$ cat src/rtl/mult_sched_pkg.sv
// Shared definitions for the round-robin multiplier scheduler: FSM encoding,
// default sizing and the requester-ID width helper.
package mult_sched_pkg;

    localparam int NREQ_DEF    = 4;
    localparam int WIDTH_DEF   = 32;
    localparam int TIMEOUT_DEF = 64;

    typedef enum logic [1:0] {
        ST_IDLE  = 2'd0,
        ST_ISSUE = 2'd1,
        ST_WAIT  = 2'd2,
        ST_RESP  = 2'd3
    } state_e;

    // A single requester still needs a 1-bit ID field.
    function automatic int id_width(input int n);
        return (n <= 1) ? 1 : $clog2(n);
    endfunction

endpackage

$ cat src/rtl/mult_sched_rr_arbiter.sv
// Combinational round-robin pick: first asserted request at or above ptr_i,
// wrapping modulo NREQ. Returns both a one-hot grant and the winner's index.
module rr_arbiter
    import mult_sched_pkg::*;
#(
    parameter int NREQ = NREQ_DEF,
    parameter int IDW  = id_width(NREQ_DEF)
) (
    input  logic [NREQ-1:0] req_i,
    input  logic [IDW-1:0]  ptr_i,
    output logic [NREQ-1:0] grant_o,
    output logic [IDW-1:0]  idx_o,
    output logic            valid_o
);

    logic [IDW-1:0] cand;

    always_comb begin
        grant_o = '0;
        idx_o   = '0;
        valid_o = 1'b0;
        cand    = '0;
        for (int k = 0; k < NREQ; k++) begin
            cand = IDW'((int'(ptr_i) + k) % NREQ);
            if (!valid_o && req_i[cand]) begin
                grant_o[cand] = 1'b1;
                idx_o         = cand;
                valid_o       = 1'b1;
            end
        end
    end

endmodule

$ cat src/rtl/mult_sched.sv
// Round-robin scheduler that time-shares one sequential signed multiplier
// among NREQ requesters and returns each product on a shared response port.
module mult_sched
    import mult_sched_pkg::*;
#(
    parameter  int NREQ    = NREQ_DEF,
    parameter  int WIDTH   = WIDTH_DEF,
    parameter  int TIMEOUT = TIMEOUT_DEF,
    localparam int IDW     = id_width(NREQ)
) (
    input  logic                    clk,
    input  logic                    rst_n,
    // Handshake rule on every channel here: a transfer happens on a rising
    // clk edge where valid and ready are both high; valid and its payload must
    // stay stable until that edge, and ready may depend combinationally on valid.
    input  logic [NREQ-1:0]         req_valid,
    output logic [NREQ-1:0]         req_ready,
    input  logic [NREQ*WIDTH-1:0]   req_a,
    input  logic [NREQ*WIDTH-1:0]   req_b,
    output logic                    resp_valid,
    input  logic                    resp_ready,
    output logic [IDW-1:0]          resp_id,
    output logic [2*WIDTH-1:0]      resp_data,
    output logic                    resp_err,
    output logic                    m_start,
    output logic [WIDTH-1:0]        m_a,
    output logic [WIDTH-1:0]        m_b,
    input  logic                    m_done,
    input  logic [WIDTH-1:0]        m_lo,
    input  logic [WIDTH-1:0]        m_hi,
    output state_e                  dbg_state_o
);

    localparam int CW = (TIMEOUT > 1) ? $clog2(TIMEOUT) : 1;

    state_e             state_q, state_d;
    logic [IDW-1:0]     ptr_q, ptr_d;
    logic [IDW-1:0]     gid_q, gid_d;
    logic [WIDTH-1:0]   ma_q, ma_d;
    logic [WIDTH-1:0]   mb_q, mb_d;
    logic [CW-1:0]      cnt_q, cnt_d;
    logic [2*WIDTH-1:0] rdata_q, rdata_d;
    logic               rerr_q, rerr_d;

    logic [NREQ-1:0]    arb_grant;
    logic [IDW-1:0]     arb_idx;
    logic               arb_valid;

    rr_arbiter #(
        .NREQ (NREQ),
        .IDW  (IDW)
    ) u_arb (
        .req_i   (req_valid),
        .ptr_i   (ptr_q),
        .grant_o (arb_grant),
        .idx_o   (arb_idx),
        .valid_o (arb_valid)
    );

    always_ff @(posedge clk or negedge rst_n) begin
        if (!rst_n) begin
            state_q <= ST_IDLE;
            ptr_q   <= '0;
            gid_q   <= '0;
            ma_q    <= '0;
            mb_q    <= '0;
            cnt_q   <= '0;
            rdata_q <= '0;
            rerr_q  <= 1'b0;
        end else begin
            state_q <= state_d;
            ptr_q   <= ptr_d;
            gid_q   <= gid_d;
            ma_q    <= ma_d;
            mb_q    <= mb_d;
            cnt_q   <= cnt_d;
            rdata_q <= rdata_d;
            rerr_q  <= rerr_d;
        end
    end

    always_comb begin
        state_d    = state_q;
        ptr_d      = ptr_q;
        gid_d      = gid_q;
        ma_d       = ma_q;
        mb_d       = mb_q;
        cnt_d      = cnt_q;
        rdata_d    = rdata_q;
        rerr_d     = rerr_q;
        req_ready  = '0;
        m_start    = 1'b0;
        resp_valid = 1'b0;

        case (state_q)
            ST_IDLE: begin
                // Ready is combinational on valid; keep it quiet while reset is held.
                if (arb_valid && rst_n) begin
                    req_ready = arb_grant;
                    gid_d     = arb_idx;
                    ma_d      = req_a[arb_idx*WIDTH +: WIDTH];
                    mb_d      = req_b[arb_idx*WIDTH +: WIDTH];
                    state_d   = ST_ISSUE;
                end
            end
            ST_ISSUE: begin
                m_start = 1'b1;
                cnt_d   = '0;
                state_d = ST_WAIT;
            end
            ST_WAIT: begin
                // A completion on the last watchdog cycle still counts as success.
                if (m_done) begin
                    rdata_d = {m_hi, m_lo};
                    rerr_d  = 1'b0;
                    state_d = ST_RESP;
                end else if (cnt_q == CW'(TIMEOUT - 1)) begin
                    rdata_d = '0;
                    rerr_d  = 1'b1;
                    state_d = ST_RESP;
                end else begin
                    cnt_d = cnt_q + 1'b1;
                end
            end
            ST_RESP: begin
                resp_valid = 1'b1;
                if (resp_ready) begin
                    ptr_d   = (gid_q == IDW'(NREQ - 1)) ? '0 : gid_q + 1'b1;
                    state_d = ST_IDLE;
                end
            end
            default: state_d = ST_IDLE;
        endcase
    end

    assign resp_id     = gid_q;
    assign resp_data   = rdata_q;
    assign resp_err    = rerr_q;
    assign m_a         = ma_q;
    assign m_b         = mb_q;
    assign dbg_state_o = state_q;

    a_ready_onehot: assert property (@(posedge clk) disable iff (!rst_n) $onehot0(req_ready));

endmodule

$ cat config.mk
export PLATFORM = sky130hd
export DESIGN_NAME = mult_sched
export DESIGN_NICKNAME = d
export VERILOG_FILES = /design/src/rtl/mult_sched_pkg.sv /design/src/rtl/mult_sched_rr_arbiter.sv /design/src/rtl/mult_sched.sv
export SDC_FILE = /design/constraint.sdc
export NUM_CORES = 1
export LEC_CHECK = 0
export ABC_CLOCK_PERIOD_IN_PS = 2900
export BUFFER_PORTS_ARGS = -buffer_cell sky130_fd_sc_hd__buf_2
export CELL_PAD_IN_SITES_DETAIL_PLACEMENT = 0
export CELL_PAD_IN_SITES_GLOBAL_PLACEMENT = 1
export CORE_AREA = 3 3 179 181
export CTS_BUF_LIST = sky130_fd_sc_hd__clkbuf_16
export CTS_CLUSTER_DIAMETER = 50
export DETAILED_ROUTE_END_ITERATION = 8
export DIE_AREA = 0 0 182 184
export PLACE_DENSITY_LB_ADDON = 0.1
export SYNTH_ARGS = -nofsm -noshare
export SYNTH_HDL_FRONTEND = slang
export SYNTH_SLANG_ARGS = --single-unit
$ cat constraint.sdc
create_clock -name clk -period 2.9 [get_ports clk]
set_clock_uncertainty 0.15 [all_clocks]
set_input_delay 0.29 -clock clk [delete_from_list [all_inputs] [get_ports clk]]
set_output_delay 0.29 -clock clk [all_outputs]
set_load 0.01 [all_outputs]
---- Word level (Yosys, flattened, before mapping) ----
Cells that the tools add are included.
storage, ports and cells
  register bits ........................... 141
  logic and storage cells ................. 100
cells by class
  shift-type cells ........................ 2
  magnitude comparators ................... 8
  reductions and logical operators ........ 19
  add/sub/neg operators ................... 5
  eq/ne operators ......................... 10
  bitwise logic cells ..................... 3
  muxes and demuxes ....................... 45
operators with widths
  cell                   count
  $shiftx A128 B8 Y32    2
  $mux W64               2
  $mux W4                6
  $mux W2                9
  $mux W1                16
  $lt A2 B3 Y1 const B   4
  $mux W6                2
  $or A4 B4 Y4           3
  $pmux W6 S2            1
  $bmux W1 S2            4
  $demux W1 S2           4
  $ge A2 B1 Y1 const B   4
  $logic_and A1 B1 Y1    8
  $ne A2 B2 Y1 const B   4
  $pmux W2 S4            1
  $add A6 B1 Y6 const B  1
  $eq A2 B2 Y1 const B   3
  $eq A6 B6 Y1 const B   1
  $reduce_and A2 Y1      3
  $reduce_and A3 Y1      2
  $add A2 B1 Y2 const B  2
  $add A2 B2 Y2 const B  2
  $reduce_bool A2 Y1     2
  $logic_not A1 Y1       3
  other kinds (3)        3

---- Depth between registers and ports, before layout ----
Gate-level depths: netlist (run 1).
  word-level depth ........................ 15
  mapped depth ............................ 13

---- Hierarchy ----
From an unflattened synthesis (run 1), not the netlist that was laid out.
second synthesis, totals
  cell total of the unflattened synthesis .. 776
  area total of the unflattened synthesis .. 8608.3 µm²
modules (own cells, without submodules)
  module      instances  area each (µm²)  sequential area each (µm²)  cells each
  mult_sched  1          8186.6           3528.4                      731
  rr_arbiter  1          421.7            0.0                         45

---- Worst setup path after synthesis (run 1) ----
OpenSTA, ideal clock, no wires.
  path kind ............................... register to register
  start point ............................. register ptr_q[0]
  end point ............................... register ma_q[29], in the netlist m_a[29]
  clock period less this slack ............ 3.124 ns
  cell stages (with the launch flop) ...... 13
  buffers on the path ..................... 4
  arrival ................................. 2.848 ns
  path slack .............................. -0.224 ns
  library setup time ...................... 0.126 ns
  path through ............................ dfrtp_1 -> buf_6 -> buf_4 -> inv_1 -> ha_1 -> buf_4 -> a21bo_2 -> a221oi_1 -> o32a_2 -> nor2_1 -> buf_2 -> mux2_1 -> a221o_1
between the ends
  longest elaborated chain between the ends .. 14
  elaborated cells on any way between the ends .. 28
  those cells by class .................... add/sub: 3; shift: 1; mux: 16; reduce/logical: 8
RTL lines
  item                                                    RTL line          source
  start: declaration                                      mult_sched.sv:37  logic [IDW-1:0] ptr_q, ptr_d;
  start signal: assignment                                mult_sched.sv:72  ptr_q <= ptr_d;
  branches (longest 14 deep; another with $add A2 B1 Y2)  -
  end signal: assignment                                  mult_sched.sv:74  ma_q <= ma_d;
  end: declaration                                        mult_sched.sv:39  logic [WIDTH-1:0] ma_q, ma_d;
Several ways; the timed one is not identified. The select of a mux whose other input is x is not followed.
A chain may end at the register's enable or synchronous reset.

---- Worst setup path in the final report (run 1) ----
  start point ............................. register ptr_q[0]
  end point ............................... output port req_ready[2]
between the ends
  longest elaborated chain between the ends .. 15
  elaborated cells on any way between the ends .. 51
  those cells by class .................... add/sub: 3; order compare: 8; mux: 26; bitwise: 3; reduce/logical: 11
RTL lines
  item                                                   RTL line          source
  branches (longest 13 deep; another with $lt A2 B3 Y1)  -
  $mux W4 *                                              mult_sched.sv:98  if (arb_valid && rst_n) begin
  $mux W4 *                                              mult_sched.sv:95  case (state_q)
  end: declaration                                       mult_sched.sv:17  output logic [NREQ-1:0] req_ready,
Mark *: on every way between the ends. The select of a mux whose other input is x is not followed.

==> results of run 1 <==
==> kinds of logic (layout without fill, tap and decap cells) <==
family / Yosys count / in the layout / synth area share
simple gates: 376 / 376 / 0.2070
other cells: 0 / 7 / 0
flops: 141 / 141 / 0.4245
xor+xnor: 2 / 2 / 0.002108
buf+inv: 96 / 607 / 0.05524
fa+ha+maj: 13 / 13 / 0.01957
compound gates: 224 / 224 / 0.1933
mux: 77 / 77 / 0.09830
==> metrics by stage <==
stage                       util  power, mW
final                     0.4097      13.30
after global routing      0.4096      14.35
after CTS                 0.4059      13.28
after detailed placement  0.3624      10.64
after global placement    0.3624      10.57
after floorplan                -      8.026
==> placed cells by master, fill, tap and decap left out, types with 20 or more instances in the layout <==
cell type      instances
a21boi_1              60
and3_1                63
buf_2                465
buf_4                 20
dfrtp_1              141
dlygate4sd3_1         65
mux2i_1               67
nand2_1              202
nand3_1               68
o21ai_1               61
o311ai_1              61
==> state kept, by name (all words and copies together), names as in the netlist <==
register,count
resp_id,2
resp_data,64
resp_err,1
ptr_q,2
cnt_q,6
m_b,32
dbg_state_o,2
m_a,32
==> layer usage <==
| metal | vias to the layer above | track usage | part of all wire |
|---|---|---|---|
| met3 | 35 | 0.05342 | 0.062 |
| met5 | - | 0 | 0.00022 |
| met4 | 2 | 0.06368 | 0.020 |
| met2 | 300 | 0.3526 | 0.51 |
| li1 | 4355 | - | - |
| met1 | 4253 | 0.2530 | 0.41 |
==> tightest hold or removal path, delay by kind of cell <==
family	cells	cell delay [ps]
compound gates	1	90
buf+inv	1	100
mux	1	120
==> area by class of cell <==
class / instances / share of cell area
Clock buffer: 17 / 0.03394
Inverter: 10 / 0.003195
Clock inverter: 15 / 0.01717
Multi-Input combinational cell: 692 / 0.3528
Tap cell: 396 / 0.03953
Timing Repair Buffer: 565 / 0.2704
Sequential cell: 141 / 0.2815
Antenna cell: 7 / 0.001398
==> power groups by stage <==
| stage | clock network [mW] | logic, mW | registers, mW |
|---|---|---|---|
| 3_3_place_gp | 0 | 7.20 | 3.37 |
| 2_1_floorplan | 0 | 4.27 | 3.76 |
| 5_1_grt | 2.59 | 8.29 | 3.46 |
| 3_5_place_dp | 0 | 7.27 | 3.37 |
| 6_report | 2.43 | 7.52 | 3.35 |
| 4_1_cts | 2.50 | 7.42 | 3.35 |
==> final timing paths <==
path	start	to	slack [ps]	cells after the start
max	ptr_q[0]	req_ready[2]	140	9
min	req_a[48]	m_a[16]	60	3
max reg2reg	ptr_q[0]	m_b[9]	200	9
min reg2reg	resp_data[20]	resp_data[20]	340	2
max in group asynchronous	rst_n	resp_data[25]	1220	3
min in group asynchronous	rst_n	resp_data[58]	210	2
==> timing repair <==
item | 4_1_cts | 5_1_grt
setup endpoints to repair | 4 | 61
buffers inserted | 3 | 4
cloned | 0 | 1
gates resized for setup | 4 | 11
hold buffers | 65 | 0
hold endpoints to repair | 96 | 0
pin swaps | 1 | 2
==> results.md, run 1 <==
- CTS root buf: clkbuf_16
- Pre-antenna DRT Iters: 4
- Fin cells: 1843
- Die Wd: 182 um
- # rows: 64
- Slew Viols, Final: 0
- Max IR drop VDD: 0.0005063 V
- RSZ-0062 raised after global routing: yes
- Global route overflow: 0
- Sw frac: 0.4417
- Detailed Route Iter0 Violations: 488
- Kind of critical path: reg2out
- H-tree lvl count: 4
- Critical path endpoint category: output port
- Fin crit period: 2759 ps
- Post-synth EDFFs: 0
- Design area: 0.01253 mm2
- Post-route ant nets: 0
- P_leak: 6.620 nW
- Critical Path Slowest Stage Cell: dfrtp_1
- Status: complete, no violations
- Startpoint types: flop
- Worst Path Arrival: 2320 ps
- Drt total wl: 36320 um
- Hold Fails Final Rpt: 0
- CTS Buffer Depth: 2
- Initial core utilization: 0.2717
- Layout area overhead: 50.79%
- IO Port Bufs: 466
- Min-Delay Path Class: in2reg
- PnR worst setup slack: 141.3 ps
- Power Density: 1061 mW/mm2
- Post-synth top cells: 203 x nand2_1, 141 x dfrtp_1, 69 x nand3_1
- CP max stage delay: 370 ps
- GRT Total Usage: 0.2052
- First-pass GRT wire length: 53250 um
- Worst-path clk slew: 70 ps
- Antenna violations before repair: 7
- P_sw: 5.873 mW
- Crit path cell chain: inv_2, ha_4, buf_4, mux4_2, inv_4, nor2_4, a221oi_2, nor2_1, buf_2
- Core box area: 0.03059 mm2
- Worst-Margin Slew: 836.7 ps
- Clock Sinks: 141
- CTS tree: built
- Fraction of power consumed by combinational cells: 0.566
- Dominant cell type by area after synthesis: dfrtp_1
- Post-synth top area share: 0.4245
- Synthesized cell area: 0.008312 mm2
- Pre-CTS WS: 188.9 ps
- Die H: 184 um
- DR WL/cell: 19.70 um
- Top Ports: 467
- Ys Warns: 0
- Largest delay contributor family on the critical path: buffers and inverters
- Mean area per synthesized cell: 8.947 um2
- Worst hold slack: 57.04 ps
- Seq pwr share: 0.252
- Sequential cell area: 0.003528 mm2
- Die ar.: 0.03349 mm2
- Top-count cell post-synth: nand2_1
- DR vias/cell: 4.853
- MaxCap Viol Count: 0
- CP max FO: 7
- Multi-input logic area: 0.004422 mm2
- Hpwl dp: 26140 um
- Post-synthesis sequential area ratio: 0.4245
- Critical path required time: 2460 ps
- Final setup TNS: 0 ps
- Clk Latency, worst-skew pair: 420 ps
- Top post-synthesis cells by area: dfrtp_1 42%, nand2_1 9.2%, mux2i_1 8.1%
- Synth Instances: 929
- Ys async rst share: 1.000
- Post-layout nets: 1768
- Vias in the first global route: 8951
- Share of cells above drive strength 1: 0.3910
- Synthesized flop and latch total: 141
- Ys flop type: dfrtp_1
- DRC viols: 0
- Syn Nets: 1270
- Clock network power share: 0.183
- WP buf/inv: 4
- Max-slew headroom: 0.4422
- F_max: 0.3625 GHz
- GP Congestion: 0.8144
- Placed cell area: 0.01109 mm2
- Final Setup Violations: 0
- Post-route clock period utilization: 0.9513
- Internal: 7.423 mW
- Filler instances: 3187
- Largest net degree at the start of global routing: 125
- Cells after DPL: 1731
- Vias: 8945
- CTS Buf Count: 17
- Count of cell types in the netlist: 49
(Power assumes the default switching activity.)
==> inputs of run 2 (changes only) <==
ABC_AREA = 1   (was not set)
CORE_AREA = not set   (was 3 3 179 181)
CORE_MARGIN = 3   (was not set)
CORE_UTILIZATION = 28   (was not set)
DIE_AREA = not set   (was 0 0 182 184)
==> run 2 against run 1 <==
Synthesized cell count up 40%. Synthesized area up 6.8%. Hold slack worse by 29 ps. Power up 8.5%. Count of clock-buffer cells in the layout unchanged. Sequential power up 1%. Critical endpoint unchanged. Largest cell class unchanged.
==> results.md, run 2 <==
- Max IR drop VDD: 0.0005297 V (was 0.0005063 V)
- Drt total wl: 35700 um (was 36320 um)
- Min-Delay Path Class: in2reg (unchanged)
- DRC viols: 0 (unchanged)
- Post-synthesis sequential area ratio: 0.3975 (was 0.4245)
- Share of cells above drive strength 1: 0.3410 (was 0.3910)
- Die Wd: 184.1 um (was 182 um)
- Vias in the first global route: 9879 (was 8951)
- Max-slew headroom: 0.4675 (was 0.4422)
- Slew Viols, Final: 0 (unchanged)
- # rows: 64 (unchanged)
- Kind of critical path: reg2out (unchanged)
- Critical R2R Launch: ptr_q[0] (unchanged)
- Post-route ant nets: 0 (unchanged)
- Die H: 184.1 um (was 184 um)
- Synthesized cell area: 0.008877 mm2 (was 0.008312 mm2)
- Commonest non-fill, non-tap cells in the layout: 465 x buf_2, 428 x nand2_1, 282 x nand3_1 (was 465 x buf_2, 202 x nand2_1, 141 x dfrtp_1)
- Worst-Margin Slew: 798.8 ps (was 836.7 ps)
- Setup slack, reg-to-reg: 350 ps (was 200 ps)
- Antenna violations before repair: 8 (was 7)
- Worst Path Arrival: 2210 ps (was 2320 ps)
- Pre-antenna DRT Iters: 4 (unchanged)
- Worst hold slack: 27.65 ps (was 57.04 ps)
- Initial core utilization: 0.2872 (was 0.2717)
- Startpoint types: flop (unchanged)
- Critical path required time: 2460 ps (about the same)
- Count of cell types in the netlist: 33 (was 49)
- Vias: 9935 (was 8945)
- First-pass GRT wire length: 54020 um (was 53250 um)
- Global route overflow: 0 (unchanged)
- Post-synth EDFFs: 0 (unchanged)
- Worst-path clk slew: 60 ps (was 70 ps)
- Synthesized flop and latch total: 141 (unchanged)
- Power Density: 1114 mW/mm2 (was 1061 mW/mm2)
- Clk Latency, worst-skew pair: 420 ps (about the same)
- Top Ports: 467 (unchanged)
- Syn Nets: 1642 (was 1270)
- Post-synth top area share: 0.3975 (was 0.4245)
- Hold Fails Final Rpt: 0 (unchanged)
- R2r endpoint: m_a[27] (was m_b[9])
- CTS tree: built (unchanged)
- Post-route clock period utilization: 0.9139 (was 0.9513)
- IO Port Bufs: 466 (unchanged)
- Die ar.: 0.03388 mm2 (was 0.03349 mm2)
- Synth Instances: 1301 (was 929)
- Final Setup Violations: 0 (unchanged)
- Ys flop type: dfrtp_1 (unchanged)
- Top post-synthesis cells by area: dfrtp_1 40%, nand2_1 18%, nand3_1 16% (was dfrtp_1 42%, nand2_1 9.2%, mux2i_1 8.1%)
- Core box area: 0.03091 mm2 (was 0.03059 mm2)
- R2R cell count: 14 (was 9)
- Commonest non-fill, non-tap cell in the layout: buf_2 (unchanged)
- Post-layout nets: 2150 (was 1768)
- GRT Total Usage: 0.2041 (was 0.2052)
- DR vias/cell: 4.475 (was 4.853)
- Mean area per synthesized cell: 6.823 um2 (was 8.947 um2)
- Critical path endpoint category: output port (unchanged)
- Hold Crit Depth: 4 (was 3)
- Hpwl dp: 26850 um (was 26140 um)
- Detailed Route Iter0 Violations: 382 (was 488)
- Top-count cell post-synth: nand2_1 (unchanged)
- Clock Sinks: 141 (unchanged)
- CTS Buffer Depth: 2 (unchanged)
- CTS root buf: clkbuf_16 (unchanged)
- DR WL/cell: 16.08 um (was 19.70 um)
- Dominant cell type by area after synthesis: dfrtp_1 (unchanged)
- MaxCap Viol Count: 0 (unchanged)
- CTS Buf Count: 17 (unchanged)
- Hold_sp: req_a[63] (was req_a[48])
- Ys Warns: 0 (unchanged)
- GP Congestion: 0.8348 (was 0.8144)
- CP max FO: 5 (was 7)
- Status: complete, no violations (unchanged)
- P_leak: 7.680 nW (was 6.620 nW)
- Final setup TNS: 0 ps (unchanged)
- WHS Endpoint: m_a[31] (was m_a[16])
- H-tree lvl count: 4 (unchanged)
- RSZ-0062 raised after global routing: no (was yes)
- Post-synth top cells: 430 x nand2_1, 282 x nand3_1, 206 x inv_1 (was 203 x nand2_1, 141 x dfrtp_1, 69 x nand3_1)
- Fin crit period: 2650 ps (was 2759 ps)
- Layout area overhead: 45.93% (was 50.79%)
- Largest register FFs: 64 (unchanged)
- Ys async rst share: 1.000 (unchanged)
- F_max: 0.3773 GHz (was 0.3625 GHz)
- PnR worst setup slack: 249.8 ps (was 141.3 ps)
- Pre-CTS WS: 333.4 ps (was 188.9 ps)
- Largest net degree at the start of global routing: 65 (was 125)
-- run 2: cell count changes after synthesis, moves of 55 or more --
cell,delta
a21boi_1,-60
and3_1,-63
inv_1,+197
mux2i_1,-67
nand2_1,+227
nand3_1,+213
o21ai_1,-61
o311ai_1,-61
or2_2,+55
-- run 2: kinds of logic (layout without fill, tap and decap cells) --
family / after synthesis / after routing / share of synthesized area
simple gates: 828 / 828 / 0.4296
xor+xnor: 2 / 2 / 0.001974
fa+ha+maj: 13 / 13 / 0.01832
compound gates: 30 / 30 / 0.01917
other cells: 0 / 3 / 0
flops: 141 / 141 / 0.3975
buf+inv: 287 / 807 / 0.1335
-- run 2: where the power goes --
part / total (mW) / switching (mW) / internal (mW)
Combinational: 8.84 / 5.43 / 3.41
Clock: 2.20 / 0.932 / 1.26
Sequential: 3.39 / 0.502 / 2.89
-- run 2: worst max path at each step --
stage | cells after the start | endpoint | slack (ps) | start
after floorplan | 15 | m_a[27] | 360 | ptr_q[0]
final | 13 | req_ready[2] | 250 | ptr_q[0]
after CTS | 11 | req_ready[0] | 90 | ptr_q[0]
after global placement | 14 | m_a[23] | 380 | ptr_q[0]
after global routing | 13 | req_ready[3] | 20 | ptr_q[0]
after detailed placement | 14 | m_a[25] | 330 | ptr_q[0]
-- run 2: repair_timing --
action	CTS	global route
hold buffers	65	0
hold endpoints to repair	100	0
setup buffers	1	5
setup endpoints to repair	2	4
gates resized for setup	1	2
pin swaps	0	2
-- run 2: layer usage --
layer,vias up,part of all wire,track usage
li1,5025,-,-
met1,4540,0.41,0.2452
met2,313,0.50,0.3571
met3,45,0.068,0.05402
met4,12,0.018,0.06350
met5,-,0.0018,0
-- run 2: critical path: stages, from the launching register on --
cell and delay [ps]:
dfrtp_1 350, inv_2 40, ha_1 340, inv_1 110, nand3_1 90, nand2_2 80, inv_2 60, nor2_4 140
buf_4 150, nand3_1 60, o211ai_1 110, nand2_1 70, inv_1 50, buf_2 120
-- run 2: through the flow --
| stage | instance area (um2) | utilization | std cells | power [mW] |
|---|---|---|---|---|
| finish | 12950 | 0.4191 | 2220 | 14.43 |
| global route | 12950 | 0.4190 | 2219 | 15.90 |
| CTS | 12900 | 0.4174 | 2212 | 14.61 |
| detailed placement | 11670 | 0.3776 | 2115 | 12.25 |
| global placement | 11670 | 0.3776 | 2115 | 12.24 |
| floorplan | 8877 | - | 1301 | 9.296 |
-- run 2: layout make-up --
type / count / area [um2]
Antenna cell: 3 / 7.507
Clock buffer: 17 / 425.4
Clock inverter: 14 / 145.1
Fill cell: 3331 / 17950
Inverter: 211 / 795.8
Multi-Input combinational cell: 873 / 4200
Sequential cell: 141 / 3528
Tap cell: 396 / 495.5
Timing Repair Buffer: 565 / 3357
